<file path="config.mk">
export PLATFORM = sky130hd
export DESIGN_NAME = sregs_access_arbiter
export DESIGN_NICKNAME = d
export VERILOG_FILES = /design/src/rtl/sregs_arb_pkg.sv /design/src/rtl/rr_arbiter.sv /design/src/rtl/sregs_access_arbiter.sv
export SDC_FILE = /design/constraint.sdc
export NUM_CORES = 1
export LEC_CHECK = 0
export ABC_AREA = 1
export CAP_MARGIN = 20
export CORE_ASPECT_RATIO = 1.5
export CORE_MARGIN = 5
export CORE_UTILIZATION = 45
export CTS_CLUSTER_DIAMETER = 80
export CTS_CLUSTER_SIZE = 16
export DETAILED_ROUTE_END_ITERATION = 10
export HOLD_SLACK_MARGIN = 0.02
export PLACE_DENSITY = 0.95
export SLEW_MARGIN = 30
export SYNTH_ARGS = -nofsm -noshare
export SYNTH_HDL_FRONTEND = slang
export SYNTH_SLANG_ARGS = --single-unit
export TNS_END_PERCENT = 10
</file>
<file path="constraint.sdc">
create_clock -name sclk -period 2.8 [get_ports sclk]
set_input_delay 0.7 -clock sclk [delete_from_list [all_inputs] [get_ports sclk]]
set_output_delay 0.7 -clock sclk [all_outputs]
set_load 0.1 [all_outputs]
</file>
<file path="src/rtl/sregs_arb_pkg.sv">
// Shared definitions for the sclk-domain register-bank access arbiter.
//   arb_state_e : access sequencer states (idle, strobe issue, read wait, ack)
//   OOR_RDATA   : data returned for reads of unimplemented registers
//   SRC_HOST    : source index reserved for the host stream
package sregs_arb_pkg;

  typedef enum logic [1:0] {
    StIdle  = 2'd0,
    StIssue = 2'd1,
    StWait  = 2'd2,
    StAck   = 2'd3
  } arb_state_e;

  localparam logic [31:0] OOR_RDATA = 32'h0000_0000;
  localparam int unsigned SRC_HOST  = 0;

endpackage

</file>
<file path="src/rtl/rr_arbiter.sv">
// Combinational round-robin picker.
//   req       : request vector, one bit per source
//   ptr       : highest-priority source index for this decision
//   gnt       : one-hot grant (all zero when nothing requests)
//   gnt_idx   : encoded index of the granted source
//   gnt_valid : at least one source requested
module rr_arbiter #(
  parameter  int unsigned N    = 3,
  localparam int unsigned IdxW = (N > 1) ? $clog2(N) : 1
) (
  input  logic [N-1:0]    req,
  input  logic [IdxW-1:0] ptr,
  output logic [N-1:0]    gnt,
  output logic [IdxW-1:0] gnt_idx,
  output logic            gnt_valid
);

  always_comb begin
    int unsigned idx;
    gnt       = '0;
    gnt_idx   = '0;
    gnt_valid = 1'b0;
    idx       = 0;
    // Walk the sources starting at ptr, wrapping; the first requester wins.
    for (int unsigned off = 0; off < N; off++) begin
      idx = (32'(ptr) + off) % N;
      if (!gnt_valid && req[idx]) begin
        gnt_valid = 1'b1;
        gnt[idx]  = 1'b1;
        gnt_idx   = IdxW'(idx);
      end
    end
  end

endmodule

</file>
<file path="src/rtl/sregs_access_arbiter.sv">
// Sequences every access to the sclk-domain SATA register bank. The host stream (source 0)
// and N_INT internal requesters (sources 1..N_INT) share one bank port; a round-robin
// pointer picks the winner and exactly one access is in flight at a time.
//   sclk, rst                     : clock, synchronous active-high reset
//   host_val/rd/addr/wdata        : host request from the write FIFO
//   host_ack, host_rdata          : host done strobe (pops FIFO), host read data
//   int_req/we/addr/wdata         : packed internal requests, held until int_ack
//   int_ack, int_rdata            : one-hot internal done strobe, shared read data
//   reg_addr/wdata/we/re, reg_rdata : register bank port
module sregs_access_arbiter
  import sregs_arb_pkg::*;
#(
  parameter int unsigned SREGS_ADDR_BITS = 4,
  parameter int unsigned REG_COUNT       = 16,
  parameter int unsigned N_INT           = 2,
  parameter int unsigned RD_LATENCY      = 1
) (
  input  logic                         sclk,
  input  logic                         rst,
  input  logic                         host_val,
  input  logic                         host_rd,
  input  logic [SREGS_ADDR_BITS-1:0]   host_addr,
  input  logic [31:0]                  host_wdata,
  output logic                         host_ack,
  output logic [31:0]                  host_rdata,
  input  logic [N_INT-1:0]             int_req,
  input  logic [N_INT-1:0]             int_we,
  input  logic [N_INT*SREGS_ADDR_BITS-1:0] int_addr,
  input  logic [N_INT*32-1:0]          int_wdata,
  output logic [N_INT-1:0]             int_ack,
  output logic [31:0]                  int_rdata,
  output logic [SREGS_ADDR_BITS-1:0]   reg_addr,
  output logic [31:0]                  reg_wdata,
  output logic                         reg_we,
  output logic                         reg_re,
  input  logic [31:0]                  reg_rdata
);

  localparam int unsigned NSrc = N_INT + 1;
  localparam int unsigned SrcW = $clog2(NSrc);
  localparam int unsigned AW   = SREGS_ADDR_BITS;

  arb_state_e           state_q, state_d;
  logic [SrcW-1:0]      ptr_q, ptr_d;
  logic [SrcW-1:0]      src_q, src_d;
  logic                 rd_q, rd_d;
  logic                 oor_q, oor_d;
  logic [AW-1:0]        addr_q, addr_d;
  logic [31:0]          wdata_q, wdata_d;
  logic [1:0]           cnt_q, cnt_d;
  logic                 guard_q, guard_d;
  logic                 reg_we_q, reg_we_d;
  logic                 reg_re_q, reg_re_d;
  logic                 host_ack_q, host_ack_d;
  logic [N_INT-1:0]     int_ack_q, int_ack_d;
  logic [31:0]          host_rdata_q, host_rdata_d;
  logic [31:0]          int_rdata_q, int_rdata_d;

  logic [NSrc-1:0]      eligible;
  logic [NSrc-1:0]      gnt;
  logic [SrcW-1:0]      gnt_idx;
  logic                 gnt_valid;
  logic                 sel_rd;
  logic [AW-1:0]        sel_addr;
  logic [31:0]          sel_wdata;
  logic                 sel_oor;
  logic [31:0]          cap_data;
  logic                 ack_now;

  // The guard hides the host for one IDLE cycle after its ack, while the FIFO's empty
  // flag catches up with the pop.
  assign eligible = {int_req, host_val & ~guard_q};

  rr_arbiter #(
    .N (NSrc)
  ) u_rr (
    .req       (eligible),
    .ptr       (ptr_q),
    .gnt       (gnt),
    .gnt_idx   (gnt_idx),
    .gnt_valid (gnt_valid)
  );

  // Request fields of the current winner.
  always_comb begin
    sel_rd    = host_rd;
    sel_addr  = host_addr;
    sel_wdata = host_wdata;
    for (int unsigned i = 0; i < N_INT; i++) begin
      if (gnt_idx == SrcW'(i + 1)) begin
        sel_rd    = ~int_we[i];
        sel_addr  = int_addr[i*AW +: AW];
        sel_wdata = int_wdata[i*32 +: 32];
      end
    end
  end

  assign sel_oor  = (32'(sel_addr) >= REG_COUNT);
  assign cap_data = oor_q ? OOR_RDATA : reg_rdata;

  always_comb begin
    state_d      = state_q;
    ptr_d        = ptr_q;
    src_d        = src_q;
    rd_d         = rd_q;
    oor_d        = oor_q;
    addr_d       = addr_q;
    wdata_d      = wdata_q;
    cnt_d        = cnt_q;
    guard_d      = guard_q;
    host_rdata_d = host_rdata_q;
    int_rdata_d  = int_rdata_q;
    reg_we_d     = 1'b0;
    reg_re_d     = 1'b0;
    host_ack_d   = 1'b0;
    int_ack_d    = '0;
    ack_now      = 1'b0;

    unique case (state_q)
      StIdle: begin
        guard_d = 1'b0;
        if (gnt_valid) begin
          src_d    = gnt_idx;
          rd_d     = sel_rd;
          oor_d    = sel_oor;
          addr_d   = sel_addr;
          wdata_d  = sel_wdata;
          ptr_d    = (32'(gnt_idx) == NSrc - 1) ? '0 : gnt_idx + SrcW'(1);
          // Strobes are registered so they appear in the ISSUE cycle.
          reg_we_d = ~sel_rd & ~sel_oor;
          reg_re_d = sel_rd & ~sel_oor;
          state_d  = StIssue;
        end
      end
      StIssue: begin
        if (rd_q) begin
          cnt_d   = 2'(RD_LATENCY - 1);
          state_d = StWait;
        end else begin
          ack_now = 1'b1;
          state_d = StAck;
        end
      end
      StWait: begin
        if (cnt_q == 2'd0) begin
          if (src_q == SrcW'(SRC_HOST)) host_rdata_d = cap_data;
          else                          int_rdata_d  = cap_data;
          ack_now = 1'b1;
          state_d = StAck;
        end else begin
          cnt_d = cnt_q - 2'd1;
        end
      end
      StAck: begin
        guard_d = (src_q == SrcW'(SRC_HOST));
        state_d = StIdle;
      end
      default: state_d = StIdle;
    endcase

    // Ack flops are loaded on entry to ACK so the strobe lasts exactly the ACK cycle.
    if (ack_now) begin
      host_ack_d = (src_q == SrcW'(SRC_HOST));
      for (int unsigned i = 0; i < N_INT; i++) begin
        int_ack_d[i] = (src_q == SrcW'(i + 1));
      end
    end
  end

  always_ff @(posedge sclk) begin
    if (rst) begin
      state_q      <= StIdle;
      ptr_q        <= '0;
      src_q        <= '0;
      rd_q         <= 1'b0;
      oor_q        <= 1'b0;
      addr_q       <= '0;
      wdata_q      <= '0;
      cnt_q        <= '0;
      guard_q      <= 1'b0;
      reg_we_q     <= 1'b0;
      reg_re_q     <= 1'b0;
      host_ack_q   <= 1'b0;
      int_ack_q    <= '0;
      host_rdata_q <= '0;
      int_rdata_q  <= '0;
    end else begin
      state_q      <= state_d;
      ptr_q        <= ptr_d;
      src_q        <= src_d;
      rd_q         <= rd_d;
      oor_q        <= oor_d;
      addr_q       <= addr_d;
      wdata_q      <= wdata_d;
      cnt_q        <= cnt_d;
      guard_q      <= guard_d;
      reg_we_q     <= reg_we_d;
      reg_re_q     <= reg_re_d;
      host_ack_q   <= host_ack_d;
      int_ack_q    <= int_ack_d;
      host_rdata_q <= host_rdata_d;
      int_rdata_q  <= int_rdata_d;
    end
  end

  assign host_ack   = host_ack_q;
  assign host_rdata = host_rdata_q;
  assign int_ack    = int_ack_q;
  assign int_rdata  = int_rdata_q;
  assign reg_addr   = addr_q;
  assign reg_wdata  = wdata_q;
  assign reg_we     = reg_we_q;
  assign reg_re     = reg_re_q;

endmodule
</file>
## Word-level counts from Yosys, hierarchy flattened

Index checks and enable logic that the tools add are counted.

- Register bits: 115

- Add/sub/neg operators: 4
- Div/mod/pow operators: 3
- $lt $le $gt $ge: 3
- Equality and inequality tests: 11
- Muxes and demuxes: 30
- Bitwise logic cells: 9
- Reduce and logical (&&, ||, !) cells: 16

Operator list:

| cell | count |
|---|---|
| 32-bit by 3-bit < comparator with 1-bit output, second input constant | 3 |
| 32-bit by 2-bit remainder unit with 32-bit output, second input constant | 2 |
| 32-bit two-way mux | 2 |
| 2-bit by 2-bit remainder unit with 32-bit output, second input constant | 1 |
| 2-bit two-way mux | 8 |
| 1-bit two-way mux | 11 |
| 3-bit AND reduction | 3 |
| 2-bit equality test, second input constant | 4 |
| 4-bit two-way mux | 2 |
| 2-bit inequality test, second input constant | 4 |
| 1-bit inverter | 8 |
| 2-bit one-hot mux with 4 select lines | 1 |
| 1-bit binary-select mux with 2-bit select | 3 |
| 2-bit by 1-bit equality test with 1-bit output, second input constant | 3 |
| 2-bit zero test | 3 |
| 1-bit one-hot mux with 2 select lines | 2 |
| 2-bit one-hot mux with 2 select lines | 1 |
| 2-bit AND reduction | 2 |
| 2-bit nonzero test | 2 |
| 2-bit by 1-bit adder with 3-bit output, second input constant | 1 |
| 2-bit by 2-bit adder with 3-bit output, second input constant | 1 |
| 3-bit OR reduction | 1 |
| 2-bit by 1-bit adder with 2-bit output, second input constant | 1 |
| 1-bit logical AND | 2 |
| other kinds (4) | 5 |

## Longest topological paths before layout

- Word-level depth: 15
- Gate-level depth with buffers: 14
- Depth with buffers taken out: 13

## Cells and area by module

From an unflattened synthesis, not the netlist that was laid out.

- Cells, all modules: 842
- Area, all modules: 5576.6 um2

By module, submodules not included:

| module | instances | cells each | area each (um2) | seq. area each (um2) |
|---|---|---|---|---|
| sregs_access_arbiter | 1 | 781 | 5256.3 | 2302.2 |
| rr_arbiter | 1 | 61 | 320.3 | 0.0 |

## Worst setup path after synthesis

Ideal clock, no wire load.

- Kind: flip-flop to flip-flop
- From: reg ptr_q[0]
- To: reg wdata_q[10], in the netlist reg_wdata[10]
- Setup time: 0.122 ns
- Data arrival time: 1.774 ns
- Slack: 0.904 ns
- Cell stages (with the launch flop): 13
- Period minus slack after synthesis: 1.896 ns
- Cell sequence: dfxtp_1 > inv_1 > ha_1 > a21oi_1 > nand2_2 > nand2_4 > inv_2 > nand3_2 > nand3_2 > buf_4 > buf_4 > a21oi_1 > a21oi_1

- Word-level cells in the longest chain between the ends: 13
- Elaborated cells between the ends (all ways): 26
- Those cells by class: 2 x add/sub; 3 x div; 2 x eq/ne; 14 x mux; 5 x reduce/logical

Ends and longest elaborated chain:

| item | RTL line | text |
|---|---|---|
| start, declared | sregs_access_arbiter.sv:44 | `logic [SrcW-1:0] ptr_q, ptr_d;` |
| start signal, assigned | sregs_access_arbiter.sv:189 | `ptr_q <= ptr_d;` |
| parallel branches: the longest is 13 deep, another holds 32-bit by 2-bit remainder unit with 32-bit output | n/a |  |
| end signal, assigned | sregs_access_arbiter.sv:194 | `wdata_q <= wdata_d;` |
| end, declared | sregs_access_arbiter.sv:49 | `logic [31:0] wdata_q, wdata_d;` |

Parallel ways; which one is timed is not known. The select of a mux whose other input is x is not followed.
A chain may end at the register's enable or synchronous reset.

## Worst setup path in the final report

- From: reg ptr_q[0]
- To: reg addr_q[1], in the netlist reg_addr[1]

- Word-level cells in the longest chain between the ends: 13
- Elaborated cells between the ends (all ways): 26
- Those cells by class: 2 x add/sub; 3 x div; 2 x eq/ne; 14 x mux; 5 x reduce/logical

Ends and longest elaborated chain:

| item | RTL line | text |
|---|---|---|
| parallel branches: the longest is 13 deep, another holds 32-bit by 2-bit remainder unit with 32-bit output | n/a |  |
| end signal, assigned | sregs_access_arbiter.sv:193 | `addr_q <= addr_d;` |
| end, declared | sregs_access_arbiter.sv:48 | `logic [AW-1:0] addr_q, addr_d;` |

Parallel ways; which one is timed is not known. The select of a mux whose other input is x is not followed.

==> impl_metrics.ini <==
[run_status]
status = finished, final reports clean

[floorplan]
die_h_um = 143
core_region_area_um2 = 11600
rows = 48
die_w_um = 99.0
initial_utilization_pct = 46.1
ios = 253
dieArea_um2 = 14200

[clock_network]
cts.sinks = 115
post_cts_resized = 0
clock_path_buffers = 2
clkTransAtPathRegs_ps = 50
cts_htree_levels = 4
cts_buffers = 17
hold_buffers = 0
cts_tree = built
post_cts_buffers = 0
cts_root_buffer = clkbuf_16
clkLatencyLatePin_ps = 400

[place]
port_buffers = 252
post-place-ws_ps = 238
place_hpwl_um = 13600
globalplace.congestion = 0.914

[route]
dr.pass1.iters = 5
via_count = 6097
wl_per_cell_um = 16.3
routed_wl_um = 18900
drc = 0
vias_per_cell = 5.27
antenna_left = 0
initialDrtViolationCount = 387

[hold_path]
whs_path_depth = 2
hold_path.class = flip-flop to flip-flop
hp-start = guard_q$_SDFFE_PP0P_
hold_end = guard_q$_SDFFE_PP0P_

[sta]
worstMarginPinSlew_ps = 347
hold_viol_final = 0
fin_tns_setup_ps = 0
final_critical_path_setup_slack_ps = 534
relSlewSlack_pct = 76.8
fmax_mhz = 441
final_max_slew_viol_count = 0
period_needed_ps = 2270
rsz0062_at_grt = false
period_share_pct = 80.9
worst_clock_skew_ps = 9.86
finalSetupViolCount = 0

[logic_synthesis]
synth_commonest_cells = nor2_1, dfxtp_1, inv_1
synthMuxAreaShare_pct = 0
synthTopCellsByArea = dfxtp_1, nor2_1, a21oi_1
synth_top_cell_area_share_pct = 43.1
yosysMostFrequentCell = nor2_1
synth_cell_types = 26
ys_async_sr_fraction_pct = 0
synthXorXnorAreaFrac_pct = 0
synth-adder-area-share_pct = 2.11
syn-num-nets = 919
ys_warn_count = 0
ys_seq_area_share_pct = 43.1
synth-compound-area-share_pct = 18.3
synth_top_cell_by_area = dfxtp_1
synth_edf_count = 0
synthCells = 762
avgSynthCellArea_um2 = 7.01
synthesis.area_um2 = 5340
synth-simple-area-share_pct = 24.4
synth_top_family_by_area = simple AND/OR/NAND/NOR gates
synth_top_flop_cell = dfxtp_1
synth_seq_cells = 115

[global_routing]
grt.total_usage_pct = 25.3
antenna_found_initial = 0
grt_pass1_vias = 5910
grt_max_degree = 65
grt_pass1_wl_um = 29000
grt_overflow_total = 0

[flow_run]
drv_cap = 0

[critical_path]
end_kind = flip-flop
cpMaxStageDelayCell = ha_1
crit_chain = inv_1, ha_1, inv_2, o21ai_1, nor2_1, nand4_2, nand3_2, buf_12, nand2_1, nand3_1, a21oi_1
worst-r2r-cell-count = 11
cp-start-kind = flip-flop
rrSetupSlack_ps = 530
r2r_start = ptr_q[0]$_SDFFE_PP0P_
critical_path_required_ps = 3080
setup.worst_path.start = ptr_q[0]$_SDFFE_PP0P_
crit_type = flip-flop to flip-flop
reg2reg_to = reg_addr[1]$_SDFFE_PP0P_
cp.arrival_ps = 2540
cp_max_fo = 33
critPathMaxStageDelay_ps = 400

[layout]
syn_to_final_growth_pct = 56.5
nNetsFinal = 1152
n_antenna_cell = 0
layout-drive-gt1-share_pct = 17.2

[pwr]
ir_drop_uv = 939
power_density_nw_per_um2 = 1440
p_leak_uw = 0.00405
power.total_uw = 12000
## power by group
part | internal [uW] | switching [uW] | total (uW)
combinational | 1850 | 5450 | 7300
sequential | 2140 | 258 | 2390
clock | 1540 | 786 | 2330
## registers in the layout (all words and copies together), names as in the netlist
signal,flops
host_rdata,32
reg_re,1
cnt_q,2
host_ack,1
reg_addr,4
guard_q,1
ptr_q,2
src_q,2
rd_q,1
reg_wdata,32
int_rdata,32
int_ack,2
reg_we,1
state_q,2
## worst max-delay path by stage
stage / to / slack, ps
6_report: reg_addr[1]$_SDFFE_PP0P_ / 530
4_1_cts: reg_addr[1]$_SDFFE_PP0P_ / 560
2_1_floorplan: reg_wdata[10]$_SDFFE_PP0P_ / 900
5_1_grt: reg_addr[1]$_SDFFE_PP0P_ / 420
3_3_place_gp: reg_wdata[29]$_SDFFE_PP0P_ / 270
3_5_place_dp: reg_addr[1]$_SDFFE_PP0P_ / 240
## per-stage QoR
| step | util [%] | area, um^2 | hold slack, ps | cells |
|---|---|---|---|---|
| after floorplan | - | 5340 | 430 | 762 |
| after global placement | 66.6 | 7720 | 443 | 1126 |
| after detailed placement | 66.6 | 7720 | 462 | 1126 |
| after CTS | 72.1 | 8360 | 469 | 1158 |
| after global routing | 72.1 | 8360 | 481 | 1158 |
| final | 72.1 | 8360 | 462 | 1158 |
## worst max-delay path, delay by kind of cell (launching register included)
family,cells,cell delay (ps)
simple gates,5,810
fa+ha+maj,1,400
flops,1,390
buf+inv,3,390
compound gates,2,140
## layout by cell type, fill, tap and decap left out, types with 2 or more instances in the layout
master and instances:
clkinvlp_4 3, buf_12 6, nor2_2 3, nand3_1 46, nor2_1 139, o21ai_1 24
clkbuf_8 2, nand2_1 51, a21oi_1 84, clkinv_2 2, ha_1 9, inv_2 6
clkdlybuf4s50_1 147, clkbuf_16 17, bufinv_16 4, o21ai_0 83, clkinv_4 2, dfxtp_1 115
nand3_2 5, buf_4 116, nand2_2 3, nand4_1 39, inv_1 93
## cells by family after synthesis
family	count (synthesis)
buffers and inverters	154
AND/OR/NAND/NOR	290
AO/OA/AOI/OAI	194
adder cells (fa/ha/maj)	9
flip-flops	115
## area by class of cell
cell class	count	area [um^2]
inverter	99	372
sequential	115	2300
clock buffer	20	457
fill	867	3230
clock inverter	12	179
timing repair buffer	269	2460
multi-input combinational	493	2400
tap	150	188
## metal layers
metal | global-route usage, % | up-vias | part of all wire, %
met1 | 27.3 | 2772 | 36
met4 | 11.2 | 0 | 3.3
met2 | 44.9 | 320 | 50
met3 | 8.16 | 48 | 10
met5 | 0 | - | 0
li1 | - | 2957 | -
Power figures use the tool's default switching activity.
